`src/rtl/system_mutex_pkg.sv`:
```
// rtl/system_mutex_pkg.sv - shared field offsets, CSR bit indices and select codes for the mutex bank
package system_mutex_pkg;

  localparam int VALUE_LSB = 0;
  localparam int OWNER_LSB = 16;

  localparam int CSR_RESET   = 0;
  localparam int CSR_EXPIRED = 1;
  localparam int CSR_REL     = 2;
  localparam int CSR_IRQEN   = 3;

  localparam logic SEL_MUTEX = 1'b0;
  localparam logic SEL_CSR   = 1'b1;

  // Address is {slot, sel}; a single slot still needs the sel bit.
  function automatic int addr_width(input int num_mutex);
    return $clog2(num_mutex) + 1;
  endfunction

endpackage

```
`src/rtl/system_mutex_bank_if.sv`:
```
// rtl/system_mutex_bank_if.sv - Avalon-MM style slave bus of the mutex bank
interface system_mutex_bank_if #(
  parameter int ADDR_W = 3
);

  logic [ADDR_W-1:0] address;
  logic              chipselect;
  logic              read;
  logic              write;
  logic [31:0]       data_from_cpu;
  logic [31:0]       data_to_cpu;
  logic              irq;

  modport master (
    output address, chipselect, read, write, data_from_cpu,
    input  data_to_cpu, irq
  );

  modport slave (
    input  address, chipselect, read, write, data_from_cpu,
    output data_to_cpu, irq
  );

endinterface

```
`src/rtl/system_mutex_slot.sv`:
```
// rtl/system_mutex_slot.sv - one mutex slot: value/owner, lease timer and sticky status flags
module system_mutex_slot
  import system_mutex_pkg::*;
#(
  parameter int OWNER_W      = 16,
  parameter int VALUE_W      = 16,
  parameter int LEASE_CYCLES = 0,
  parameter int LEASE_W      = 24,
  parameter int INIT_OWNER   = 1,
  parameter int INIT_VALUE   = 1
) (
  input  logic        clk,
  input  logic        reset_n,
  input  logic        wr_mutex,
  input  logic        wr_csr,
  input  logic [31:0] wdata,
  output logic [31:0] mutex_word,
  output logic        expired,
  output logic        rel_flag,
  output logic        irq_en,
  output logic        irq_req
);

  localparam logic [LEASE_W-1:0] LEASE_INIT = LEASE_W'(LEASE_CYCLES);
  localparam logic               LEASE_ON   = (LEASE_CYCLES != 0);

  logic [VALUE_W-1:0] value;
  logic [OWNER_W-1:0] owner;
  logic [LEASE_W-1:0] lease_cnt;

  logic [VALUE_W-1:0] wr_value;
  logic [OWNER_W-1:0] wr_owner;
  logic               locked;
  logic               accept;
  logic               expire;
  logic               release_ev;
  logic               unused_wdata;

  assign wr_value     = wdata[VALUE_LSB +: VALUE_W];
  assign wr_owner     = wdata[OWNER_LSB +: OWNER_W];
  assign unused_wdata = ^wdata;

  assign locked = (value != '0);
  assign accept = wr_mutex && (!locked || (owner == wr_owner));
  // An accepted write in the last lease cycle counts as a renewal, so it suppresses expiry.
  assign expire     = LEASE_ON && locked && (lease_cnt == LEASE_W'(1)) && !accept;
  assign release_ev = (accept && locked && (wr_value == '0)) || expire;

  always_ff @(posedge clk or negedge reset_n) begin
    if (!reset_n) begin
      value     <= VALUE_W'(INIT_VALUE);
      owner     <= OWNER_W'(INIT_OWNER);
      lease_cnt <= LEASE_INIT;
      expired   <= 1'b0;
      rel_flag  <= 1'b0;
      irq_en    <= 1'b0;
    end else begin
      if (accept) begin
        value <= wr_value;
        owner <= wr_owner;
      end else if (expire) begin
        value <= '0;
      end

      if (accept && (wr_value != '0)) begin
        lease_cnt <= LEASE_INIT;
      end else if (locked && (lease_cnt != '0)) begin
        lease_cnt <= lease_cnt - LEASE_W'(1);
      end

      if (expire) begin
        expired <= 1'b1;
      end else if (wr_csr && wdata[CSR_EXPIRED]) begin
        expired <= 1'b0;
      end

      if (release_ev) begin
        rel_flag <= 1'b1;
      end else if (wr_csr && wdata[CSR_REL]) begin
        rel_flag <= 1'b0;
      end

      if (wr_csr) begin
        irq_en <= wdata[CSR_IRQEN];
      end
    end
  end

  assign irq_req = rel_flag & irq_en;

  always_comb begin
    mutex_word                         = '0;
    mutex_word[VALUE_LSB +: VALUE_W]   = value;
    mutex_word[OWNER_LSB +: OWNER_W]   = owner;
  end

endmodule

```
`src/rtl/system_mutex_bank.sv`:
```
// rtl/system_mutex_bank.sv - bank of hardware mutexes with lease timeout and release interrupt
module system_mutex_bank
  import system_mutex_pkg::*;
#(
  parameter int NUM_MUTEX    = 4,
  parameter int OWNER_W      = 16,
  parameter int VALUE_W      = 16,
  parameter int LEASE_CYCLES = 0,
  parameter int LEASE_W      = 24,
  parameter int INIT_OWNER   = 1,
  parameter int INIT_VALUE   = 1
) (
  input  logic               clk,
  input  logic               reset_n,
  system_mutex_bank_if.slave bus
);

  localparam int ADDR_W = addr_width(NUM_MUTEX);

  logic [ADDR_W-1:0]    slot_idx;
  logic                 sel;
  logic                 in_range;
  logic                 wr_any;
  logic                 reset_reg;
  logic                 irq_q;
  logic [31:0]          rdata;

  logic [31:0]          mutex_word [NUM_MUTEX];
  logic [NUM_MUTEX-1:0] wr_mutex;
  logic [NUM_MUTEX-1:0] wr_csr;
  logic [NUM_MUTEX-1:0] expired;
  logic [NUM_MUTEX-1:0] rel_flag;
  logic [NUM_MUTEX-1:0] irq_en;
  logic [NUM_MUTEX-1:0] irq_req;

  assign slot_idx = bus.address >> 1;
  assign sel      = bus.address[0];
  assign in_range = (slot_idx < ADDR_W'(NUM_MUTEX));
  assign wr_any   = bus.chipselect && bus.write && in_range;

  for (genvar i = 0; i < NUM_MUTEX; i++) begin : g_slot
    assign wr_mutex[i] = wr_any && (sel == SEL_MUTEX) && (slot_idx == ADDR_W'(i));
    assign wr_csr[i]   = wr_any && (sel == SEL_CSR)   && (slot_idx == ADDR_W'(i));

    system_mutex_slot #(
      .OWNER_W      (OWNER_W),
      .VALUE_W      (VALUE_W),
      .LEASE_CYCLES (LEASE_CYCLES),
      .LEASE_W      (LEASE_W),
      .INIT_OWNER   (INIT_OWNER),
      .INIT_VALUE   (INIT_VALUE)
    ) u_slot (
      .clk        (clk),
      .reset_n    (reset_n),
      .wr_mutex   (wr_mutex[i]),
      .wr_csr     (wr_csr[i]),
      .wdata      (bus.data_from_cpu),
      .mutex_word (mutex_word[i]),
      .expired    (expired[i]),
      .rel_flag   (rel_flag[i]),
      .irq_en     (irq_en[i]),
      .irq_req    (irq_req[i])
    );
  end

  // reset_reg is a one-shot "bank has been reset" indication shared by all slots.
  always_ff @(posedge clk or negedge reset_n) begin
    if (!reset_n) begin
      reset_reg <= 1'b1;
      irq_q     <= 1'b0;
    end else begin
      if (wr_any && (sel == SEL_CSR) && bus.data_from_cpu[CSR_RESET]) begin
        reset_reg <= 1'b0;
      end
      irq_q <= |irq_req;
    end
  end

  always_comb begin
    rdata = '0;
    for (int i = 0; i < NUM_MUTEX; i++) begin
      if (slot_idx == ADDR_W'(i)) begin
        if (sel == SEL_CSR) begin
          rdata[CSR_RESET]   = reset_reg;
          rdata[CSR_EXPIRED] = expired[i];
          rdata[CSR_REL]     = rel_flag[i];
          rdata[CSR_IRQEN]   = irq_en[i];
        end else begin
          rdata = mutex_word[i];
        end
      end
    end
  end

  assign bus.data_to_cpu = (bus.chipselect && bus.read) ? rdata : 32'h0;
  assign bus.irq         = irq_q;

endmodule

```
`src/flat_wrapper.sv`:
```
// flat-port wrapper written by rule: the top's interface ports become plain ports
module system_mutex_bank_flat import system_mutex_pkg::*;
#(
  parameter int NUM_MUTEX    = 4,
  parameter int OWNER_W      = 16,
  parameter int VALUE_W      = 16,
  parameter int LEASE_CYCLES = 0,
  parameter int LEASE_W      = 24,
  parameter int INIT_OWNER   = 1,
  parameter int INIT_VALUE   = 1
)
  (clk, reset_n, bus_address, bus_chipselect, bus_read, bus_write, bus_data_from_cpu, bus_data_to_cpu, bus_irq);
  system_mutex_bank_if #(.ADDR_W(3)) bus_i ();
  input  logic clk;
  input  logic reset_n;
  input wire logic [$bits(bus_i.address)-1:0] bus_address;
  input wire logic [$bits(bus_i.chipselect)-1:0] bus_chipselect;
  input wire logic [$bits(bus_i.read)-1:0] bus_read;
  input wire logic [$bits(bus_i.write)-1:0] bus_write;
  input wire logic [$bits(bus_i.data_from_cpu)-1:0] bus_data_from_cpu;
  output wire logic [$bits(bus_i.data_to_cpu)-1:0] bus_data_to_cpu;
  output wire logic [$bits(bus_i.irq)-1:0] bus_irq;
  assign bus_i.address = bus_address;
  assign bus_i.chipselect = bus_chipselect;
  assign bus_i.read = bus_read;
  assign bus_i.write = bus_write;
  assign bus_i.data_from_cpu = bus_data_from_cpu;
  assign bus_data_to_cpu = bus_i.data_to_cpu;
  assign bus_irq = bus_i.irq;
  system_mutex_bank #(.NUM_MUTEX(NUM_MUTEX), .OWNER_W(OWNER_W), .VALUE_W(VALUE_W), .LEASE_CYCLES(LEASE_CYCLES), .LEASE_W(LEASE_W), .INIT_OWNER(INIT_OWNER), .INIT_VALUE(INIT_VALUE)) u_core (.clk(clk), .reset_n(reset_n), .bus(bus_i));
endmodule
```
`config.mk`:
```
export PLATFORM = sky130hd
export DESIGN_NAME = system_mutex_bank_flat
export DESIGN_NICKNAME = d
export VERILOG_FILES = /design/src/rtl/system_mutex_pkg.sv /design/src/rtl/system_mutex_bank_if.sv /design/src/rtl/system_mutex_slot.sv /design/src/rtl/system_mutex_bank.sv /design/src/flat_wrapper.sv
export SDC_FILE = /design/constraint.sdc
export NUM_CORES = 1
export LEC_CHECK = 0
export ABC_AREA = 1
export CORE_MARGIN = 2
export CORE_UTILIZATION = 57
export DETAILED_ROUTE_END_ITERATION = 16
export PLACE_DENSITY_LB_ADDON = 0.08
export RECOVER_POWER = 100
export SETUP_SLACK_MARGIN = 0.05
export SLEW_MARGIN = 20
export SYNTH_ARGS = -nofsm -noshare
export SYNTH_HDL_FRONTEND = slang
export SYNTH_SLANG_ARGS = --single-unit
```
`constraint.sdc`:
```
create_clock -name clk -period 1.63 [get_ports clk]
set_input_delay 0.2445 -clock clk [delete_from_list [all_inputs] [get_ports clk]]
set_output_delay 0.2445 -clock clk [all_outputs]
set_load 0.03 [all_outputs]
```
==> results of run 1 <==
==> synthesized netlist by cell type, types with 2 or more instances <==
master      n  area [sq um]
nand4_1     4          25.0
buf_4      31           233
o21ai_0    42           210
nand2_4     8          90.1
buf_6      12           135
nor4_1      2          12.5
dfrtp_1   129          3230
buf_2      23           115
clkbuf_1    7          26.3
o221ai_1   10          87.6
inv_1     103           387
a21oi_1    50           250
nor2_2      3          18.8
nand2_1   527          1980
nor2_4      3          33.8
nor2_1     94           353
a32oi_1     7          61.3
nand3_1   144           721
dfstp_2     9           236
inv_2      20          75.1
o22ai_1    15          93.8
==> metrics by stage <==
| step | utilization [%] | TNS (ps) | area (sq um) | instances | setup slack, ps |
|---|---|---|---|---|---|
| after floorplan | - | 0 | 8620 | 1251 | 35.3 |
| after CTS | 90.4 | -20180 | 13100 | 1670 | -222 |
| after detailed placement | 70.1 | -92410 | 10200 | 1560 | -965 |
| after global placement | 70.1 | -91270 | 10200 | 1560 | -947 |
==> cell families after synthesis <==
| group | count (synthesis) | synth area share, % |
|---|---|---|
| and+or+nand+nor | 788 | 38.7 |
| buffers and inverters | 196 | 11.5 |
| AOI/OAI and AO/OA | 129 | 8.76 |
| DFF | 138 | 41.0 |
==> timing repair <==
action | 4_1_cts
pin swaps | 125
resized for setup | 408
endpoints found under the hold margin | 34
buffers inserted | 57
endpoints found under the setup margin | 164
hold buffers | 1
cloned | 21
==> results.yml, run 1 <==
floorplan:
  start_util_pct: 58.3
  die_w_microns: 126
  io_pins: 73
  die_h_microns: 126
  core.rowCount: 44
clock_network:
  cts_buffers: 17
  clock_sinks: 138
  htreeDepth: 4
  cts_root_buf: "clkbuf_16"
  ctsLongestPathBuffers: 2
yosys:
  synth_area_sq_um: 8450
  async_flop_share_pct: 100
  synth_seq_area_share_pct: 41.0
  synth_edf_count: 0
  ys_ff_latch: 138
  yosys_warnings: 0
  synth_cells: 1251
  syn_nets: 1291
  synth_cell_types: 29
  synthFlopType: "dfrtp_1"
  avgSynthCellArea_sq_um: 6.75
sta:
  worstEndpointGrtRepair: "u_core.g_slot[2].u_slot.owner[2]$_DFFE_PN0P_/D"
  worst-ep-kind: "register input"
status:
  tool.error: "[ERROR DPL-0038] Utilization greater than 100%, impossible to legalize"
  stop_stage: "global routing (5_1_grt)"
  status: "stopped before the end"
placed_design:
  gp_congestion: 0.949
  io_buffers: 72
  dp_hpwl_microns: 19500
global_routing:
  grt_max_degree: 43
==> run 2: changes to the inputs <==
- CORE_UTILIZATION: 57 -> 40
- PLACE_DENSITY_LB_ADDON: 0.08 -> 0.15
- SETUP_SLACK_MARGIN: 0.05 -> default
==> run 2 against run 1 <==
The flow now finishes, with violations (setup timing); area after synthesis stayed put; synthesized cell count did not move.
==> results.yml, run 2 <==
status:
  status: "finished, violations left"
  violations: "setup timing"
cells_and_area:
  utilization_pct: 69.0
  design_area_sq_um: 14400
  final_nets: 1555
  multi_input_area_sq_um: 5910
  num_antenna_cells: 0
  final_common_cell: "nand2_1"
  syn_to_final_growth_pct: 70.6
  layout-drive-gt1-share_pct: 50.4
  reg_top3: "u_core.g_slot.u_slot.owner x64, u_core.g_slot.u_slot.value x64"
  seq_area_sq_um: 3470
  final_cell_mix: "333 x nand2_1, 143 x buf_4, 127 x nand2_2"
  fillerInstances: 1605
placed_design:
  gp_congestion: 0.943
  dp_hpwl_microns: 21400
  postPlaceCellArea_sq_um: 10600
  io_buffers: 72
clock_network:
  ctsLongestPathBuffers: 2
  cts_tree: "done"
  clk_pin_slew_worst_paths_ps: 60
  clock_sinks: 138
  htreeDepth: 4
  cts_buffers: 17
  cts_root_buf: "clkbuf_16"
  clk_latency_ps: 440
route:
  drt-vias-per-instance: 5.58
  routed_wl_microns: 37400
  drt_iter0_markers: 1116
  dr_total_vias: 10100
  drc: 0
  drt_first_pass_iters: 5
  wl_per_cell_microns: 20.8
  ant_nets: 0
sta:
  fin_crit_ps: 1880
  period_share_pct: 116
  drv_slew: 0
  finalSetupViolCount: 162
  finClkSkew_ps: 8.24
  rsz0062_at_grt: "true"
  hold_viol: 0
  tightest_slew_ps: 850
  slew_headroom_pct: 43.3
  fmax_mhz: 531
  final.setup.tns_ps: -21860
  whs_ps: 285
  fin_ws_ps: -253
min_path:
  min_path_type: "in2reg"
  holdCritStartpoint: "bus_data_from_cpu[29]"
floorplan:
  io_pins: 73
  core_sq_um: 20900
  die_area_sq_um: 22300
  die_h_microns: 149
  start_util_pct: 40.4
  core.rowCount: 53
  die_w_microns: 149
yosys:
  netlist_top_cells_count: "527 x nand2_1, 144 x nand3_1, 129 x dfrtp_1"
  synth_edf_count: 0
  ys_ff_latch: 138
  synth_cell_types: 29
  synth_most_common_cell: "nand2_1"
  synthFlopType: "dfrtp_1"
  syn_nets: 1291
  async_flop_share_pct: 100
  yosys_warnings: 0
  synth_area_sq_um: 8450
  synth_cells: 1251
  synth_seq_area_share_pct: 41.0
  synth_top_area_share_pct: 38.2
  avgSynthCellArea_sq_um: 6.75
  yosys-top-cells-area: "dfrtp_1 38%, nand2_1 23%, nand3_1 8.5%"
  yosysTopAreaCell: "dfrtp_1"
global_routing:
  grt-ovfl-total: 0
  grt_max_degree: 40
  grt_usage_pct: 31.6
  antenna_found_initial: 0
  grt_pass1_vias: 9267
  grt_pass1_wl_microns: 52600
worst_setup_path:
  reg2reg_depth: 9
  reg2reg_slack_ps: -230
  required_ps: 1390
  reg2reg_to: "u_core.g_slot[1].u_slot.owner[5]"
  r2r_start: "u_core.g_slot[1].u_slot.value[10]"
  crit_path_end_kind: "output port"
  cp.arrival_ps: 1640
  startpoint_type: "flop"
  cp_max_fo: 3
  crit_type: "reg2out"
  startpoint: "u_core.g_slot[0].u_slot.owner[15]"
  endpoint: "bus_data_to_cpu[31]"
job:
  drv_cap: 0
power_and_ir_drop:
  p_total_mw: 17.5
  vdd_ir_drop_max_mv: 1.05
  leakagePower_nw: 6.69
  power_density_nw_per_um2: 1220
-- run 2: cell counts after synthesis --
No cell type changed its count.
-- run 2: cells by family after synthesis --
| family | synth area share (%) |
|---|---|
| AOI/OAI and AO/OA | 8.76 |
| and+or+nand+nor | 38.7 |
| DFF | 41.0 |
| buffers and inverters | 11.5 |
-- run 2: area by class of cell --
type | count | share of cell area, %
Sequential cell | 138 | 24.1
Inverter | 123 | 3.39
Timing Repair inverter | 1 | 0.0521
Clock inverter | 13 | 1.48
Tap cell | 275 | 2.39
Timing Repair Buffer | 317 | 24.5
Clock buffer | 19 | 3.07
Multi-Input combinational cell | 917 | 41.0
-- run 2: worst min-delay path by stage --
stage | endpoint | cells after the start
after detailed placement | u_core.g_slot[0].u_slot.owner[12] | 1
after CTS | u_core.g_slot[1].u_slot.rel_flag | 2
after global placement | u_core.g_slot[2].u_slot.owner[13] | 1
after global routing | u_core.g_slot[1].u_slot.owner[13] | 4
after floorplan | u_core.bus.irq | 0
final | u_core.g_slot[1].u_slot.owner[13] | 4
-- run 2: critical path: stages, from the launching register on --
cell     delay (ps)
dfrtp_1         450
inv_2            90
o22ai_4         190
o21ai_2          70
a21oi_2         220
buf_6           170
-- run 2: per-layer routing --
metal	GRT usage [%]	up-vias	routed length [microns]	share of wire [%]
li1	-	4518	-	-
met1	40.9	4832	14300	38
met2	51.2	565	18000	48
met3	6.39	149	3190	8.5
met4	14.0	0	1860	5.0
met5	0	-	0	0
-- run 2: where the power goes --
| part | leakage, nW | switching [mW] | total [mW] | internal (mW) |
|---|---|---|---|---|
| sequential | 1.82 | 0.924 | 5.24 | 4.32 |
| clock | 0.303 | 1.68 | 4.45 | 2.77 |
| combinational | 4.57 | 4.17 | 7.84 | 3.67 |
| total | 6.69 | 6.77 | 17.5 | 10.8 |
-- run 2: timing repair --
item                                    CTS  global route
resized for setup                       388           335
hold endpoints to repair                 28             0
hold buffers                              1             0
cloned                                   20             5
pin swaps                               118           111
endpoints found under the setup margin  163           164
buffers inserted                         41            25
-- run 2: through the flow --
step                      setup slack [ps]  instances
after global routing                  -310       1803
after CTS                             -244       1784
after global placement                -964       1693
after floorplan                      -64.5       1251
after detailed placement              -992       1693
final                                 -253       1803
Power figures use the tool's default switching activity.
